File: src/rtl/systolic_pe.sv
// Signed multiply-accumulate processing element for a systolic array.
// Operands are forwarded east/south with one register of delay, and a beat-counted dot product is returned over a valid/yumi handshake.
module systolic_pe #(
  parameter int width_p     = 8,
  parameter int acc_width_p = 24,
  parameter int len_width_p = 8
) (
  input  logic                   clk_i,
  input  logic                   reset_n_i,
  input  logic                   start_i,
  input  logic [len_width_p-1:0] len_i,
  input  logic [width_p-1:0]     a_i,
  input  logic [width_p-1:0]     b_i,
  input  logic                   valid_i,
  output logic [width_p-1:0]     a_o,
  output logic [width_p-1:0]     b_o,
  output logic                   valid_o,
  output logic [acc_width_p-1:0] acc_o,
  output logic                   result_v_o,
  input  logic                   result_yumi_i
);

  typedef enum logic [1:0] {
    IDLE = 2'd0,
    RUN  = 2'd1,
    DONE = 2'd2
  } state_t;

  state_t                   state_reg, state_next;
  logic [acc_width_p-1:0]   acc_reg, acc_next;
  logic [len_width_p-1:0]   cnt_reg, cnt_next;
  logic [width_p-1:0]       a_fwd_reg, b_fwd_reg;
  logic                     valid_fwd_reg;

  logic signed [2*width_p-1:0] prod;
  logic [acc_width_p-1:0]      prod_ext;

  assign prod = $signed(a_i) * $signed(b_i);

  // The product must be sign-extended into the accumulator width.
  // A zero-width replication is not legal, so equal widths take a separate branch.
  generate
    if (acc_width_p > 2*width_p) begin : g_sext
      assign prod_ext = {{(acc_width_p-2*width_p){prod[2*width_p-1]}}, prod};
    end else begin : g_nosext
      assign prod_ext = prod[acc_width_p-1:0];
    end
  endgenerate

  // Forwarding path runs in every state and does not depend on the FSM.
  always_ff @(posedge clk_i or negedge reset_n_i) begin
    if (!reset_n_i) begin
      a_fwd_reg     <= '0;
      b_fwd_reg     <= '0;
      valid_fwd_reg <= 1'b0;
    end else begin
      a_fwd_reg     <= a_i;
      b_fwd_reg     <= b_i;
      valid_fwd_reg <= valid_i;
    end
  end

  always_ff @(posedge clk_i or negedge reset_n_i) begin
    if (!reset_n_i) begin
      state_reg <= IDLE;
      acc_reg   <= '0;
      cnt_reg   <= '0;
    end else begin
      state_reg <= state_next;
      acc_reg   <= acc_next;
      cnt_reg   <= cnt_next;
    end
  end

  always_comb begin
    state_next = state_reg;
    acc_next   = acc_reg;
    cnt_next   = cnt_reg;
    case (state_reg)
      IDLE: begin
        if (start_i) begin
          acc_next = '0;
          cnt_next = len_i;
          state_next = (len_i != '0) ? RUN : DONE;
        end
      end
      RUN: begin
        if (valid_i) begin
          acc_next = acc_reg + prod_ext;
          cnt_next = cnt_reg - len_width_p'(1);
          if (cnt_reg == len_width_p'(1)) begin
            state_next = DONE;
          end
        end
      end
      DONE: begin
        // A start alongside yumi is taken exactly as a start from IDLE, so there is no turnaround bubble.
        if (result_yumi_i) begin
          if (start_i) begin
            acc_next = '0;
            cnt_next = len_i;
            state_next = (len_i != '0) ? RUN : DONE;
          end else begin
            state_next = IDLE;
          end
        end
      end
      default: begin
        state_next = IDLE;
        acc_next   = '0;
        cnt_next   = '0;
      end
    endcase
  end

  assign a_o        = a_fwd_reg;
  assign b_o        = b_fwd_reg;
  assign valid_o    = valid_fwd_reg;
  assign acc_o      = acc_reg;
  assign result_v_o = (state_reg == DONE);

endmodule
File: config.mk
export PLATFORM = sky130hd
export DESIGN_NAME = systolic_pe
export DESIGN_NICKNAME = d
export VERILOG_FILES = /design/src/rtl/systolic_pe.sv
export SDC_FILE = /design/constraint.sdc
export NUM_CORES = 1
export LEC_CHECK = 0
export ABC_AREA = 0
export BUFFER_PORTS_ARGS = -buffer_cell sky130_fd_sc_hd__buf_2
export CORE_UTILIZATION = 25
export CTS_CLUSTER_SIZE = 30
export DETAILED_ROUTE_END_ITERATION = 8
export PLACE_DENSITY = 0.53
export RECOVER_POWER = 25
export SYNTH_ARGS = -nofsm -noshare
export SYNTH_HDL_FRONTEND = slang
export SYNTH_SLANG_ARGS = --single-unit
File: constraint.sdc
create_clock -name clk_i -period 3.1 [get_ports clk_i]
set_input_delay 0.465 -clock clk_i [delete_from_list [all_inputs] [get_ports clk_i]]
set_output_delay 0.465 -clock clk_i [all_outputs]
set_load 0.02 [all_outputs]
==> impl_metrics.csv, run 1 <==
group,metric,value,unit
layout,final_common_cell,"buf_4",
global_route,grt_pass1_wl,24200,um
outcome,status,"finished with violations",
layout,multi_input_area,4600,um^2
worst_setup_path,crit_buf_inv,5,
clock_network,cts_sinks,51,
clock_network,clk_pin_slew_worst_paths,0.08,ns
global_route,antenna_found_initial,0,
layout,final_cells,1090,
synthesis,synth.avg_cell_area,9.17,um^2
floorplanning,die_h,152,um
timing,fmax,176,MHz
clock_network,clockBufferDepth,2,
global_route,gr-usage-met3,0.0237,
clock_network,cts_tree,"done",
layout,final_cell_mix,"buf_4 (109), inv_1 (82), buf_2 (54)",
detailed_routing,num_vias,4820,
synthesis,syn_area,5600,um^2
timing,worstMarginPinSlew,1.39,ns
detailed_routing,route.detailed.drc,0,
floorplanning,start_util,0.256,
timing,slew_headroom,0.0714,
synthesis,ys_async_sr_fraction,1.00,
worst_setup_path,startpoint_type,"input pin",
timing,slew_violations,0,
layout,antenna_cells,0,
detailed_routing,vias_per_cell,4.42,
floorplanning,rows,54,
worst_setup_path,cp.depth,24,
timing,finalSetupViolations,20,
timing,finalCritPeriodShare,1.83,
layout,finish.utilization,0.378,
synthesis,ys_warn_count,0,
clock_network,clock_latency,0.31,ns
floorplanning,io_pins,71,
worst_setup_path,crit_start,"b_i[2]",
clock_network,cts_root_buffer,"clkbuf_16",
worst_setup_path,crit_chain,"buf_8 -> and2_4 -> fa_1 -> inv_2 -> fa_1 -> inv_2 -> fa_1 -> inv_1 -> fa_2 -> inv_2 -> ha_4 -> o211ai_1 -> a211o_1 -> a31oi_4 -> xnor2_4 -> ha_4 -> a21oi_2 -> nor2b_1 -> o21ai_1 -> nand2b_1 -> o41a_1 -> a211o_1 -> xor2_1 -> o211ai_1",
worst_setup_path,required,3.33,ns
layout,fillers,2250,
worst_setup_path,worstPathMaxFanout,4,
clock_network,cts_max_level,2,
global_route,grt_max_degree,52,
timing,rsz0062_at_grt,"yes",
outcome,violations,"negative setup slack",
detailed_routing,drt_iter0_drc,158,
floorplanning,die_x,152,um
detailed_routing,routedWlPerCell,13.0,um
worst_setup_path,critical_path_class,"input pin to flip-flop",
worst_setup_path,r2r_start,"acc_o[0]",
clock_network,numCtsBuffers,5,
layout,drive_gt1_frac,0.419,
synthesis,ys_seq_elements,51,
worst_setup_path,crit_slowest_cell,"fa_1",
timing,worst_slack,-2.58,ns
global_route,grt_pass1_vias,5027,
detailed_routing,drt_pass1_iterations,6,
timing,hold_violations,0,
synthesis,synth_nets,749,
detailed_routing,totalWireLength,14200,um
global_route,busiest_layer,"met2",
timing,period_needed,5.68,ns
worst_setup_path,worst_path_dominant_cell_family,"adder cells",
worst_setup_path,crit_path_end_kind,"flip-flop",
place,post-place-cells,1067,
worst_setup_path,reg2reg_slack,0.50,ns
layout,fin_area,8270,um^2
job,max_cap_viol_count,0,
worst_setup_path,max_stage_delay,0.55,ns
global_route,grt_overflow_total,0,
layout,ff_latch_area,1280,um^2
worst_setup_path,crit_arrival,5.90,ns
worst_setup_path,ff2ff_path_depth,12,
synthesis,ys_types,64,
floorplanning,core_area,21900,um^2
global_route,grt_util_met1,0.168,
place,gp_congestion,0.777,
synthesis,synth_edf_count,0,
synthesis,synth_ff_type,"dfrtp_1",
global_route,grt_use_total,0.134,
detailed_routing,antenna_left,0,
timing,finClkSkew,0.00738,ns
layout,largest_reg_flops,24,
layout,area_growth,47.8,%
synthesis,ys_seq_area_frac,0.228,
worst_setup_path,crit_end,"acc_o[23]",
place,dp_hpwl,11300,um
worst_hold_path,worstHoldPathType,"input pin to flip-flop",
layout,layout.nets,948,
synthesis,synthCells,610,
floorplanning,dieArea,23000,um^2
global_route,met2_usage,0.235,
place,io_buffer_count,70,
place,dpl_cell_area,7470,um^2
worst_setup_path,timing.rr.end,"acc_o[16]",
## synthesized netlist by cell type (all sizes together) (5+ instances only)
master,count,area share
a211o,5,0.0078
a211oi,5,0.0067
a21o,10,0.014
a21oi,29,0.029
a22oi,5,0.0067
and2,46,0.051
clkbuf,7,0.0047
dfrtp,51,0.23
fa,56,0.20
ha,54,0.12
inv,100,0.067
nand2,44,0.030
nand2b,6,0.0067
nand3,6,0.0054
nand3b,6,0.0080
nor2,22,0.015
nor2b,14,0.016
nor3,12,0.011
o21a,6,0.0080
o21ai,39,0.036
xnor2,21,0.033
xor2,8,0.013
## final cells by class
class / instances / share of cell area
clock buffers: 5 / 0.0151
clock inverters: 3 / 0.00318
inverters: 101 / 0.0461
multi-input cells: 448 / 0.556
flip-flops and latches: 51 / 0.154
well taps: 280 / 0.0424
repair buffers: 202 / 0.183
## cells by family after synthesis
kind of cell,synth area share
xor+xnor,0.0454
compound gates,0.156
fa+ha+maj,0.321
mux,0.00559
simple gates,0.168
flops,0.228
buf+inv,0.0762
## worst min path at each step
stage,start,endpoint,slack (ns),cells past startpoint
final,a_i[6],a_o[6],0.30,1
after global routing,a_i[6],a_o[6],0.28,1
after CTS,a_i[6],a_o[6],0.28,1
after detailed placement,cnt_reg[7],cnt_reg[7],0.50,2
after global placement,cnt_reg[7],cnt_reg[7],0.49,2
after floorplan,reset_n_i,a_o[0],0.17,0
## stage by stage
step	setup slack (ns)	hold WS, ns	TNS, ns
after CTS	-2.59	0.284	-35.67
after global routing	-2.80	0.283	-39.65
final	-2.58	0.296	-35.60
after detailed placement	-3.01	0.497	-44.06
after global placement	-2.96	0.489	-43.55
after floorplan	-2.63	0.169	-32.72
## worst register-to-register path: stages, from the launching register on
cell	delay (ns)
dfrtp_1	0.37
ha_1	0.19
inv_1	0.06
fa_1	0.39
nor2b_1	0.16
o21a_1	0.17
o21ai_2	0.08
a21oi_2	0.18
a31o_4	0.23
a311oi_2	0.11
buf_4	0.16
a2111o_1	0.36
o211ai_1	0.08
## layer usage
metal,share of wire,up-vias
li1,-,2417
met1,0.46,2362
met2,0.50,35
met3,0.033,6
met4,0.011,0
met5,0,-
## repair_timing
action | in CTS | in global routing
pin swaps | 37 | 26
hold endpoints to repair | 0 | 0
cloned | 0 | 0
hold buffers | 0 | 0
buffers inserted | 13 | 6
gates resized for setup | 92 | 42
setup endpoints to repair | 20 | 20
Power of run 1 is left out: the tool's default activity adds up to more than one toggle a clock period on the data nets, which glitch-free logic cannot reach.
==> run 2: changes to the inputs <==
CTS_BUF_LIST = sky130_fd_sc_hd__clkbuf_8 sky130_fd_sc_hd__clkbuf_16   (was default)
RECOVER_POWER = default   (was 25)
==> impl_metrics.csv, run 2 (same netlist as run 1, synthesis figures left out) <==
group,metric,value,unit
worst_setup_path,r2r_start,"acc_o[0]",
place,dpl_cell_area,7470,um^2
timing,rsz0062_at_grt,"yes",
worst_setup_path,crit_arrival,5.91,ns
worst_setup_path,critical_path_class,"input pin to flip-flop",
timing,period_needed,5.68,ns
layout,fillers,2244,
outcome,status,"finished with violations",
timing,worstMarginPinSlew,0.713,ns
worst_setup_path,crit_start,"b_i[2]",
clock_network,cts_tree,"done",
outcome,violations,"negative setup slack",
global_route,grt_overflow_total,0,
worst_hold_path,worstHoldPathType,"input pin to asynchronous set/reset pin",
worst_setup_path,timing.rr.end,"acc_o[16]",
floorplanning,io_pins,71,
worst_setup_path,required,3.33,ns
timing,fmax,176,MHz
timing,hold_violations,0,
clock_network,cts_sinks,51,
detailed_routing,drt_pass1_iterations,6,
detailed_routing,drt_iter0_drc,154,
floorplanning,dieArea,23000,um^2
clock_network,cts_root_buffer,"clkbuf_16",
worst_setup_path,max_stage_delay,0.55,ns
worst_setup_path,crit_path_end_kind,"flip-flop",
worst_setup_path,reg2reg_slack,0.50,ns
layout,layout.nets,948,
layout,antenna_cells,0,
floorplanning,start_util,0.256,
clock_network,clock_latency,0.31,ns
worst_setup_path,crit_chain,"buf_8 -> and2_4 -> fa_1 -> inv_2 -> fa_1 -> inv_2 -> fa_1 -> inv_1 -> fa_2 -> inv_2 -> ha_4 -> o211ai_1 -> a211o_1 -> a31oi_4 -> xnor2_4 -> ha_4 -> a21oi_2 -> nor2b_1 -> o21ai_1 -> nand2b_1 -> o41a_1 -> a211o_1 -> xor2_1 -> o211ai_1",
worst_setup_path,worstPathMaxFanout,4,
detailed_routing,route.detailed.drc,0,
place,dp_slack,-3.01,ns
global_route,grt_max_degree,52,
global_route,grt_pass1_vias,5027,
floorplanning,die_x,152,um
floorplanning,die_h,152,um
layout,final_common_cell,"buf_4",
place,dp_hpwl,11300,um
floorplanning,rows,54,
layout,final_cells,1090,
worst_setup_path,startpoint_type,"input pin",
layout,drive_gt1_frac,0.423,
global_route,busiest_layer,"met2",
clock_network,cts_max_level,2,
detailed_routing,totalWireLength,14200,um
layout,area_growth,48.1,%
global_route,grt_use_total,0.134,
clock_network,clockBufferDepth,2,
timing,slew_headroom,0.524,
clock_network,numCtsBuffers,5,
detailed_routing,antenna_left,0,
global_route,grt_pass1_wl,24200,um
layout,multi_input_area,4600,um^2
layout,fin_area,8290,um^2
clock_network,hold_buffers,0,
timing,worst_slack,-2.58,ns
detailed_routing,routedWlPerCell,13.0,um
global_route,grt_util_met1,0.168,
global_route,met2_usage,0.235,
global_route,gr-usage-met3,0.0237,
timing,slew_violations,0,
place,gp_congestion,0.777,
detailed_routing,num_vias,4818,
worst_setup_path,crit_slowest_cell,"fa_1",
global_route,antenna_found_initial,0,
place,post-place-cells,1067,
layout,largest_reg_flops,24,
timing,whs,0.292,ns
floorplanning,core_area,21900,um^2
layout,final_cell_mix,"buf_4 (112), inv_1 (82), buf_2 (55)",
timing,finClkSkew,0.00741,ns
timing,finalSetupViolations,20,
layout,ff_latch_area,1280,um^2
worst_setup_path,ff2ff_path_depth,12,
clock_network,clk_pin_slew_worst_paths,0.08,ns
timing,finalCritPeriodShare,1.83,
worst_setup_path,crit_end,"acc_o[23]",
detailed_routing,vias_per_cell,4.42,
place,io_buffer_count,70,
job,max_cap_viol_count,0,
==> run 2: worst min path at each step <==
stage / startpoint / endpoint / slack (ns) / depth (start not counted)
global route: a_i[6] / a_o[6] / 0.28 / 1
detailed placement: cnt_reg[7] / cnt_reg[7] / 0.50 / 2
CTS: a_i[6] / a_o[6] / 0.28 / 1
finish: reset_n_i / b_o[3] / 0.29 / 2
global placement: cnt_reg[7] / cnt_reg[7] / 0.49 / 2
floorplan: reset_n_i / a_o[0] / 0.17 / 0
==> run 2: critical path: cells and delay by family <==
kind                     cells  cell delay (ns)
adder cells (fa/ha/maj)      6             2.62
buffers and inverters        5             0.27
AND/OR/NAND/NOR              3             0.29
XOR/XNOR                     2             0.36
AO/OA/AOI/OAI                8             1.87
==> run 2: repair_timing <==
item / in CTS / in global routing
hold endpoints to repair: 0 / 0
setup buffers: 13 / 6
gates resized for setup: 92 / 42
pin swaps: 37 / 26
setup endpoints to repair: 20 / 20
==> run 2: cell type report <==
type | count | area share
clock inverters | 3 | 0.00317
clock buffers | 5 | 0.0151
multi-input cells | 448 | 0.555
well taps | 280 | 0.0423
inverters | 101 | 0.0460
flip-flops and latches | 51 | 0.154
repair buffers | 202 | 0.185
==> run 2: per-stage QoR <==
stage	utilization	setup TNS [ns]
2_1_floorplan	-	-32.72
3_3_place_gp	0.341	-43.55
3_5_place_dp	0.341	-44.06
4_1_cts	0.368	-35.67
5_1_grt	0.379	-39.15
6_report	0.379	-35.35
==> run 2: routing by layer <==
metal	up-vias	wire, um
met4	0	160
met1	2358	6460
met2	37	7100
li1	2417	-
met3	6	482
met5	-	0
Power of run 2 is left out for the same reason.
